**src/rtl/vga_pkg.sv**
```systemverilog
// Shared timing presets, counter-width helper and the {hs,vs,active} sync bundle
// used by the VGA timing generator and its alignment delay line.
package vga_pkg;

  // 640x480 @ 60 Hz (25.175 MHz pixel clock), negative syncs.
  localparam int VGA640_H_ACTIVE = 640;
  localparam int VGA640_H_FP     = 16;
  localparam int VGA640_H_SYNC   = 96;
  localparam int VGA640_H_BP     = 48;
  localparam int VGA640_V_ACTIVE = 480;
  localparam int VGA640_V_FP     = 10;
  localparam int VGA640_V_SYNC   = 2;
  localparam int VGA640_V_BP     = 33;

  // 800x600 @ 60 Hz (40 MHz pixel clock), positive syncs.
  localparam int SVGA800_H_ACTIVE = 800;
  localparam int SVGA800_H_FP     = 40;
  localparam int SVGA800_H_SYNC   = 128;
  localparam int SVGA800_H_BP     = 88;
  localparam int SVGA800_V_ACTIVE = 600;
  localparam int SVGA800_V_FP     = 1;
  localparam int SVGA800_V_SYNC   = 4;
  localparam int SVGA800_V_BP     = 23;

  localparam int PAT_BARS = 8;

  // Width of a counter that must hold 0..n-1; never narrower than one bit.
  function automatic int cnt_w(input int n);
    return (n <= 1) ? 1 : $clog2(n);
  endfunction

  typedef struct packed {
    logic hs;
    logic vs;
    logic active;
  } sync_bundle_t;

endpackage

```
**src/rtl/vga_sync_delay.sv**
```systemverilog
// Tick-enabled shift register that delays the sync bundle (plus pattern colour
// when present) by DEPTH pixel ticks; DEPTH 0 is a plain wire.
module vga_sync_delay #(
  parameter int DEPTH = 1,
  parameter int W     = 3
) (
  input  logic         clk,
  input  logic         rst_n,
  input  logic         en_i,
  input  logic [W-1:0] d_i,
  output logic [W-1:0] q_o
);

  if (DEPTH == 0) begin : g_bypass
    logic unused_bypass;
    assign unused_bypass = clk ^ rst_n ^ en_i;
    assign q_o = d_i;
  end else begin : g_pipe
    logic [W-1:0] pipe_q [DEPTH];

    // NOTE: the delay line is reset because its contents drive sync and blank at the pins.
    always_ff @(posedge clk or negedge rst_n) begin
      if (!rst_n) begin
        for (int i = 0; i < DEPTH; i++) pipe_q[i] <= '0;
      end else if (en_i) begin
        pipe_q[0] <= d_i;
        for (int i = 1; i < DEPTH; i++) pipe_q[i] <= pipe_q[i-1];
      end
    end

    assign q_o = pipe_q[DEPTH-1];
  end

endmodule

```
**src/rtl/vga_video_pipe.sv**
```systemverilog
// Parametrised VGA timing generator and latency-aligned pixel output stage.
// Optional colour-bar generator enabled by defining VGA_TEST_PATTERN_EN.
module vga_video_pipe
  import vga_pkg::*;
#(
  parameter int H_ACTIVE    = VGA640_H_ACTIVE,
  parameter int H_FP        = VGA640_H_FP,
  parameter int H_SYNC      = VGA640_H_SYNC,
  parameter int H_BP        = VGA640_H_BP,
  parameter int V_ACTIVE    = VGA640_V_ACTIVE,
  parameter int V_FP        = VGA640_V_FP,
  parameter int V_SYNC      = VGA640_V_SYNC,
  parameter int V_BP        = VGA640_V_BP,
  parameter int CLK_DIV     = 2,
  parameter int PIX_LATENCY = 1,
  parameter int COLOR_W     = 8,
  parameter bit HS_POL      = 1'b0,
  parameter bit VS_POL      = 1'b0
) (
  input  logic                                                clk,
  input  logic                                                rst_n,
  output logic                                                pix_tick,
  output logic [cnt_w(H_ACTIVE+H_FP+H_SYNC+H_BP)-1:0]         x,
  output logic [cnt_w(V_ACTIVE+V_FP+V_SYNC+V_BP)-1:0]         y,
  output logic                                                active,
`ifdef VGA_TEST_PATTERN_EN
  input  logic                                                pattern_sel,
`endif
  input  logic [COLOR_W-1:0]                                  pix_r,
  input  logic [COLOR_W-1:0]                                  pix_g,
  input  logic [COLOR_W-1:0]                                  pix_b,
  output logic                                                hsync,
  output logic                                                vsync,
  output logic                                                blank_n,
  output logic                                                sync_n,
  output logic [COLOR_W-1:0]                                  red,
  output logic [COLOR_W-1:0]                                  green,
  output logic [COLOR_W-1:0]                                  blue,
  output logic                                                frame_start
);

  localparam int H_TOTAL = H_ACTIVE + H_FP + H_SYNC + H_BP;
  localparam int V_TOTAL = V_ACTIVE + V_FP + V_SYNC + V_BP;
  localparam int XW      = cnt_w(H_TOTAL);
  localparam int YW      = cnt_w(V_TOTAL);
  localparam int DW      = cnt_w(CLK_DIV);

  localparam logic [DW-1:0] DIV_LAST = DW'(CLK_DIV - 1);
  localparam logic [XW-1:0] X_LAST   = XW'(H_TOTAL - 1);
  localparam logic [YW-1:0] Y_LAST   = YW'(V_TOTAL - 1);

  logic [DW-1:0] div_cnt_q, div_cnt_d;
  logic [XW-1:0] x_q, x_d;
  logic [YW-1:0] y_q, y_d;
  logic          pix_tick_q;
  logic          tick_dly_q;

  sync_bundle_t  raw_s, dly_s;
  logic [COLOR_W-1:0] src_r, src_g, src_b;
  logic          hsync_q, vsync_q, blank_q;
  logic [COLOR_W-1:0] red_q, green_q, blue_q;

  always_comb begin
    // NOTE: every variable gets its default first so no branch can infer a latch.
    div_cnt_d = (div_cnt_q == DIV_LAST) ? '0 : div_cnt_q + 1'b1;
    x_d       = x_q;
    y_d       = y_q;
    if (pix_tick_q) begin
      if (x_q == X_LAST) begin
        x_d = '0;
        y_d = (y_q == Y_LAST) ? '0 : y_q + 1'b1;
      end else begin
        x_d = x_q + 1'b1;
      end
    end
  end

  // pix_tick is registered from the next divider value so it is low in reset
  // yet still coincides with div_cnt == CLK_DIV-1.
  always_ff @(posedge clk or negedge rst_n) begin
    // NOTE: non-blocking for all state so every register samples pre-edge values.
    if (!rst_n) begin
      div_cnt_q  <= '0;
      pix_tick_q <= 1'b0;
      tick_dly_q <= 1'b0;
      x_q        <= '0;
      y_q        <= '0;
    end else begin
      div_cnt_q  <= div_cnt_d;
      pix_tick_q <= (div_cnt_d == DIV_LAST);
      tick_dly_q <= pix_tick_q;
      x_q        <= x_d;
      y_q        <= y_d;
    end
  end

  always_comb begin
    raw_s        = '0;
    raw_s.hs     = (int'(x_q) >= H_ACTIVE + H_FP) && (int'(x_q) < H_ACTIVE + H_FP + H_SYNC);
    raw_s.vs     = (int'(y_q) >= V_ACTIVE + V_FP) && (int'(y_q) < V_ACTIVE + V_FP + V_SYNC);
    raw_s.active = (int'(x_q) < H_ACTIVE) && (int'(y_q) < V_ACTIVE);
  end

`ifdef VGA_TEST_PATTERN_EN
  localparam int BAR_W = (H_ACTIVE >= PAT_BARS) ? H_ACTIVE / PAT_BARS : 1;
  localparam int DLY_W = $bits(sync_bundle_t) + 3;

  logic [2:0]       bar_s, dly_bar;
  logic [DLY_W-1:0] dly_out;

  assign bar_s = 3'(int'(x_q) / BAR_W);

  vga_sync_delay #(.DEPTH(PIX_LATENCY), .W(DLY_W)) u_delay (
    .clk   (clk),
    .rst_n (rst_n),
    .en_i  (pix_tick_q),
    .d_i   ({raw_s, bar_s}),
    .q_o   (dly_out)
  );

  assign {dly_s, dly_bar} = dly_out;

  always_comb begin
    src_r = pix_r;
    src_g = pix_g;
    src_b = pix_b;
    if (pattern_sel) begin
      src_r = {COLOR_W{dly_bar[2]}};
      src_g = {COLOR_W{dly_bar[1]}};
      src_b = {COLOR_W{dly_bar[0]}};
    end
  end
`else
  vga_sync_delay #(.DEPTH(PIX_LATENCY), .W($bits(sync_bundle_t))) u_delay (
    .clk   (clk),
    .rst_n (rst_n),
    .en_i  (pix_tick_q),
    .d_i   (raw_s),
    .q_o   (dly_s)
  );

  always_comb begin
    src_r = pix_r;
    src_g = pix_g;
    src_b = pix_b;
  end
`endif

  // Output stage loads one clk after the tick, when the delay line and the
  // source have both settled on the same pixel.
  always_ff @(posedge clk or negedge rst_n) begin
    if (!rst_n) begin
      hsync_q <= ~HS_POL;
      vsync_q <= ~VS_POL;
      blank_q <= 1'b0;
      red_q   <= '0;
      green_q <= '0;
      blue_q  <= '0;
    end else if (tick_dly_q) begin
      hsync_q <= dly_s.hs ? HS_POL : ~HS_POL;
      vsync_q <= dly_s.vs ? VS_POL : ~VS_POL;
      blank_q <= dly_s.active;
      red_q   <= dly_s.active ? src_r : '0;
      green_q <= dly_s.active ? src_g : '0;
      blue_q  <= dly_s.active ? src_b : '0;
    end
  end

  assign pix_tick    = pix_tick_q;
  assign x           = x_q;
  assign y           = y_q;
  assign active      = raw_s.active;
  assign hsync       = hsync_q;
  assign vsync       = vsync_q;
  assign blank_n     = blank_q;
  assign sync_n      = 1'b1;
  assign red         = red_q;
  assign green       = green_q;
  assign blue        = blue_q;
  assign frame_start = pix_tick_q && (x_q == '0) && (y_q == '0);

endmodule
```
**config.mk**
```make
export PLATFORM = sky130hd
export DESIGN_NAME = vga_video_pipe
export DESIGN_NICKNAME = d
export VERILOG_FILES = /design/src/rtl/vga_pkg.sv /design/src/rtl/vga_sync_delay.sv /design/src/rtl/vga_video_pipe.sv
export SDC_FILE = /design/constraint.sdc
export NUM_CORES = 1
export LEC_CHECK = 0
export CAP_MARGIN = 40
export CORE_UTILIZATION = 42
export DETAILED_ROUTE_END_ITERATION = 12
export PLACE_DENSITY = 0.89
export SETUP_SLACK_MARGIN = 0.5
export SLEW_MARGIN = 10
export SYNTH_ARGS = -nofsm -noshare
export SYNTH_HDL_FRONTEND = slang
export SYNTH_SLANG_ARGS = --single-unit
```
**constraint.sdc**
```tcl
create_clock -name clk -period 1.5 [get_ports clk]
set_input_delay 0.15 -clock clk [delete_from_list [all_inputs] [get_ports clk]]
set_output_delay 0.15 -clock clk [all_outputs]
set_load 0.01 [all_outputs]
```
==> results_dict.tcl <==
set metrics [dict create \
    placementRows 27 \
    status "finished, violations left" \
    timing.max_cap.violations 0 \
    crit_path_top_delay_cell "or4_4" \
    ff2ff_path_depth 5 \
    commonest_non_fill_non_tap_cell_in_the_layout "buf_6" \
    post-route-period-util_pct 114 \
    worst-path-max-fanout 4 \
    cp_top_family "simple AND/OR/NAND/NOR gates" \
    post_synth_inst_count 240 \
    yosysWarningCount 0 \
    syn_area_per_cell_um2 10.0 \
    io_pins 77 \
    diodes 0 \
    die_width_um 77.7 \
    clock-sinks 52 \
    cts_tree "yes" \
    die_y_um 77.7 \
    area_delta_synth_final_pct 80.8 \
    cts_made_buffers 5 \
    synth_fp_nets 271 \
    synth_enable_flop_cells 0 \
    seq_area_frac_synth_pct 54.2 \
    wl_mm 7.71 \
    timing.hold.ws_ns 0.365 \
    initial_antenna_violation_count 0 \
    synth_async_sr_flop_share_pct 100 \
    power_per_cell_area_nw_per_um2 607 \
    fmax_mhz 587 \
    global_route_usage_sum_pct 24.6 \
    max_incr_delay_on_cp_ns 0.50 \
    maxSlewViolCount 0 \
    final_nets 427 \
    wp_data_required_ns 1.75 \
    grt_setup_unrepaired "yes" \
    placement.io_buffers 75 \
    setup_ws_ns -0.205 \
    global_route_wire_length_before_repair_mm 11.4 \
    clkLatencyLatePin_ns 0.31 \
    total_neg_setup_slack_ns -1.77 \
    grt_max_degree 53 \
    post-dp-hpwl_mm 4.20 \
    reg2reg_from "x[1]$_DFFE_PN0P_" \
    root_buffer_selected_by_cts "clkbuf_8" \
    crit_buf_inv 0 \
    ctsHtreeMaxLevel 2 \
    die_area_um2 6040 \
    floorplan.initialDensity_pct 43.7 \
    max-vdd-ir-drop_mv 0.488 \
    core_box_area_um2 5510 \
    drcViolationCount 0 \
    final.min_clock_period_ns 1.70 \
    failed_checks "negative setup slack" \
    final_cell_mix "buf_6, dfrtp_1, buf_4, inv_1, nand3_1" \
    clock_tree.buffer_depth 2 \
    gp_congestion 0.867 \
    power_leakage_nw 2.11 \
    drt-initial-drc-count 99 \
    setup_viol_count_final 16 \
    reg2reg_to "y[4]$_DFFE_PN0P_" \
    data_arrival_time_of_the_critical_path_ns 1.96 \
    detailedRoute.firstPassIterationCount 4 \
    syn_area_um2 2410 \
    drive_gt1_share_pct 51.1 \
    routed_via_count_divided_by_cell_count 5.13 \
    clkSlewWorstSetupHoldPaths_ns 0.10 \
    first_global_vias 2279 \
    critical_path.endpoint_type "flop" \
    routedWlPerCell_um 16.4 \
    rrSetupSlack_ns -0.20 \
    synth_ff_type "dfrtp_1" \
    grt_overflow 0 \
    finClkSkew_ns 0.00404 \
    drtAntennaViolNets 0 \
    final_hold_viol_count 0 \
    setup.worst_path.class "reg2reg" \
    num_vias 2407 \
    holdCritPathClass "in2async" \
    synth_cell_type_count 39 \
    worstPathCellList "ha_2 > and4_4 > nand4_4 > or4_4 > nand2_1" \
    timing.critical_path.from_type "flop" \
    postSynthRegisterBits 52 \
]
where the power goes:
part / internal (W) / switching, W / leakage, nW
logic: 0.000120 / 0.0000960 / 1.43
clock network: 0.000494 / 0.000480 / 0.0541
registers: 0.00143 / 0.0000176 / 0.630
cell usage after synthesis, drive strengths merged (3+ instances only):
master	n	share of area (%)
ha	5	2.6
and3	6	1.7
and4	3	1.1
nor3	7	1.5
nand4	6	1.8
nand2	8	1.2
buf	5	1.7
mux2	4	1.9
o21ai	29	6.0
nor2	9	1.4
nand3	31	6.4
clkbuf	10	1.6
xor2	5	1.8
xnor2	7	2.5
inv	31	4.8
dfrtp	50	52
kinds of logic (layout without fill, tap and decap cells):
group                    Yosys count  after routing  share of synthesized area [%]
AND/OR/NAND/NOR                   80             80                           19.0
XOR/XNOR                          12             12                           4.37
multiplexers                       6              6                           2.70
buffers and inverters             46            203                           8.06
flip-flops                        52             52                           54.2
other                              1              1                          0.156
AO/OA/AOI/OAI                     38             38                           8.99
adder cells (fa/ha/maj)            5              5                           2.60
through the flow:
| stage | cell area [um^2] | total power (W) | setup slack (ns) | std cells | utilization, % |
|---|---|---|---|---|---|
| 2_1_floorplan | 2480 | 0.00152 | -0.147 | 240 | - |
| 3_3_place_gp | 3480 | 0.00168 | -0.187 | 406 | 63.2 |
| 3_5_place_dp | 3480 | 0.00169 | -0.213 | 406 | 63.2 |
| 4_1_cts | 4010 | 0.00263 | -0.150 | 448 | 72.8 |
| 5_1_grt | 4350 | 0.00272 | -0.233 | 469 | 79.0 |
| 6_report | 4350 | 0.00264 | -0.205 | 469 | 79.0 |
cell type report:
type	instances	area [um^2]
clock buffer	5	68.8
clock inverter	3	42.5
fill	313	1150
inverter	31	116
multi-input combinational	142	1130
sequential	52	1320
tap	72	90.1
timing repair buffer	164	1590
how the worst max path moves through the flow:
stage | start | end | slack [ns] | cells past startpoint
final | x[1]$_DFFE_PN0P_ | y[4]$_DFFE_PN0P_ | -0.20 | 5
after global routing | y[0]$_DFFE_PN0P_ | frame_start | -0.23 | 6
after CTS | x[6]$_DFFE_PN0P_ | frame_start | -0.15 | 4
after detailed placement | x[1]$_DFFE_PN0P_ | y[6]$_DFFE_PN0P_ | -0.21 | 6
after global placement | y[0]$_DFFE_PN0P_ | frame_start | -0.19 | 6
after floorplan | x[0]$_DFFE_PN0P_ | y[4]$_DFFE_PN0P_ | -0.15 | 6
routing by layer:
layer / part of all wire, % / track usage [%]
met1: 43 / 30.1
met2: 49 / 41.4
met3: 6.8 / 6.82
met4: 1.9 / 8.87
met5: 0 / 0
worst register-to-register path: cells and delay by family, from the launching register on:
kind                     cells  cell delay (ns)
AND/OR/NAND/NOR              4             0.97
adder cells (fa/ha/maj)      1             0.23
flip-flops                   1             0.45
timing repair:
action	in CTS	in global routing
setup buffers	33	19
hold endpoints to repair	50	0
pin swaps	21	9
endpoints found under the setup margin	98	92
resized for setup	291	42
gates cloned	0	2
hold buffers	1	0
sequential cells by signal (all words and copies together) (netlist names):
| signal | count |
|---|---|
| x | 10 |
| y | 10 |
| hsync | 1 |
| u_delay.q_o | 3 |
| green | 8 |
| tick_dly_q | 1 |
| blue | 8 |
| blank_n | 1 |
| vsync | 1 |
| pix_tick | 1 |
| red | 8 |
(Power assumes the default switching activity.)
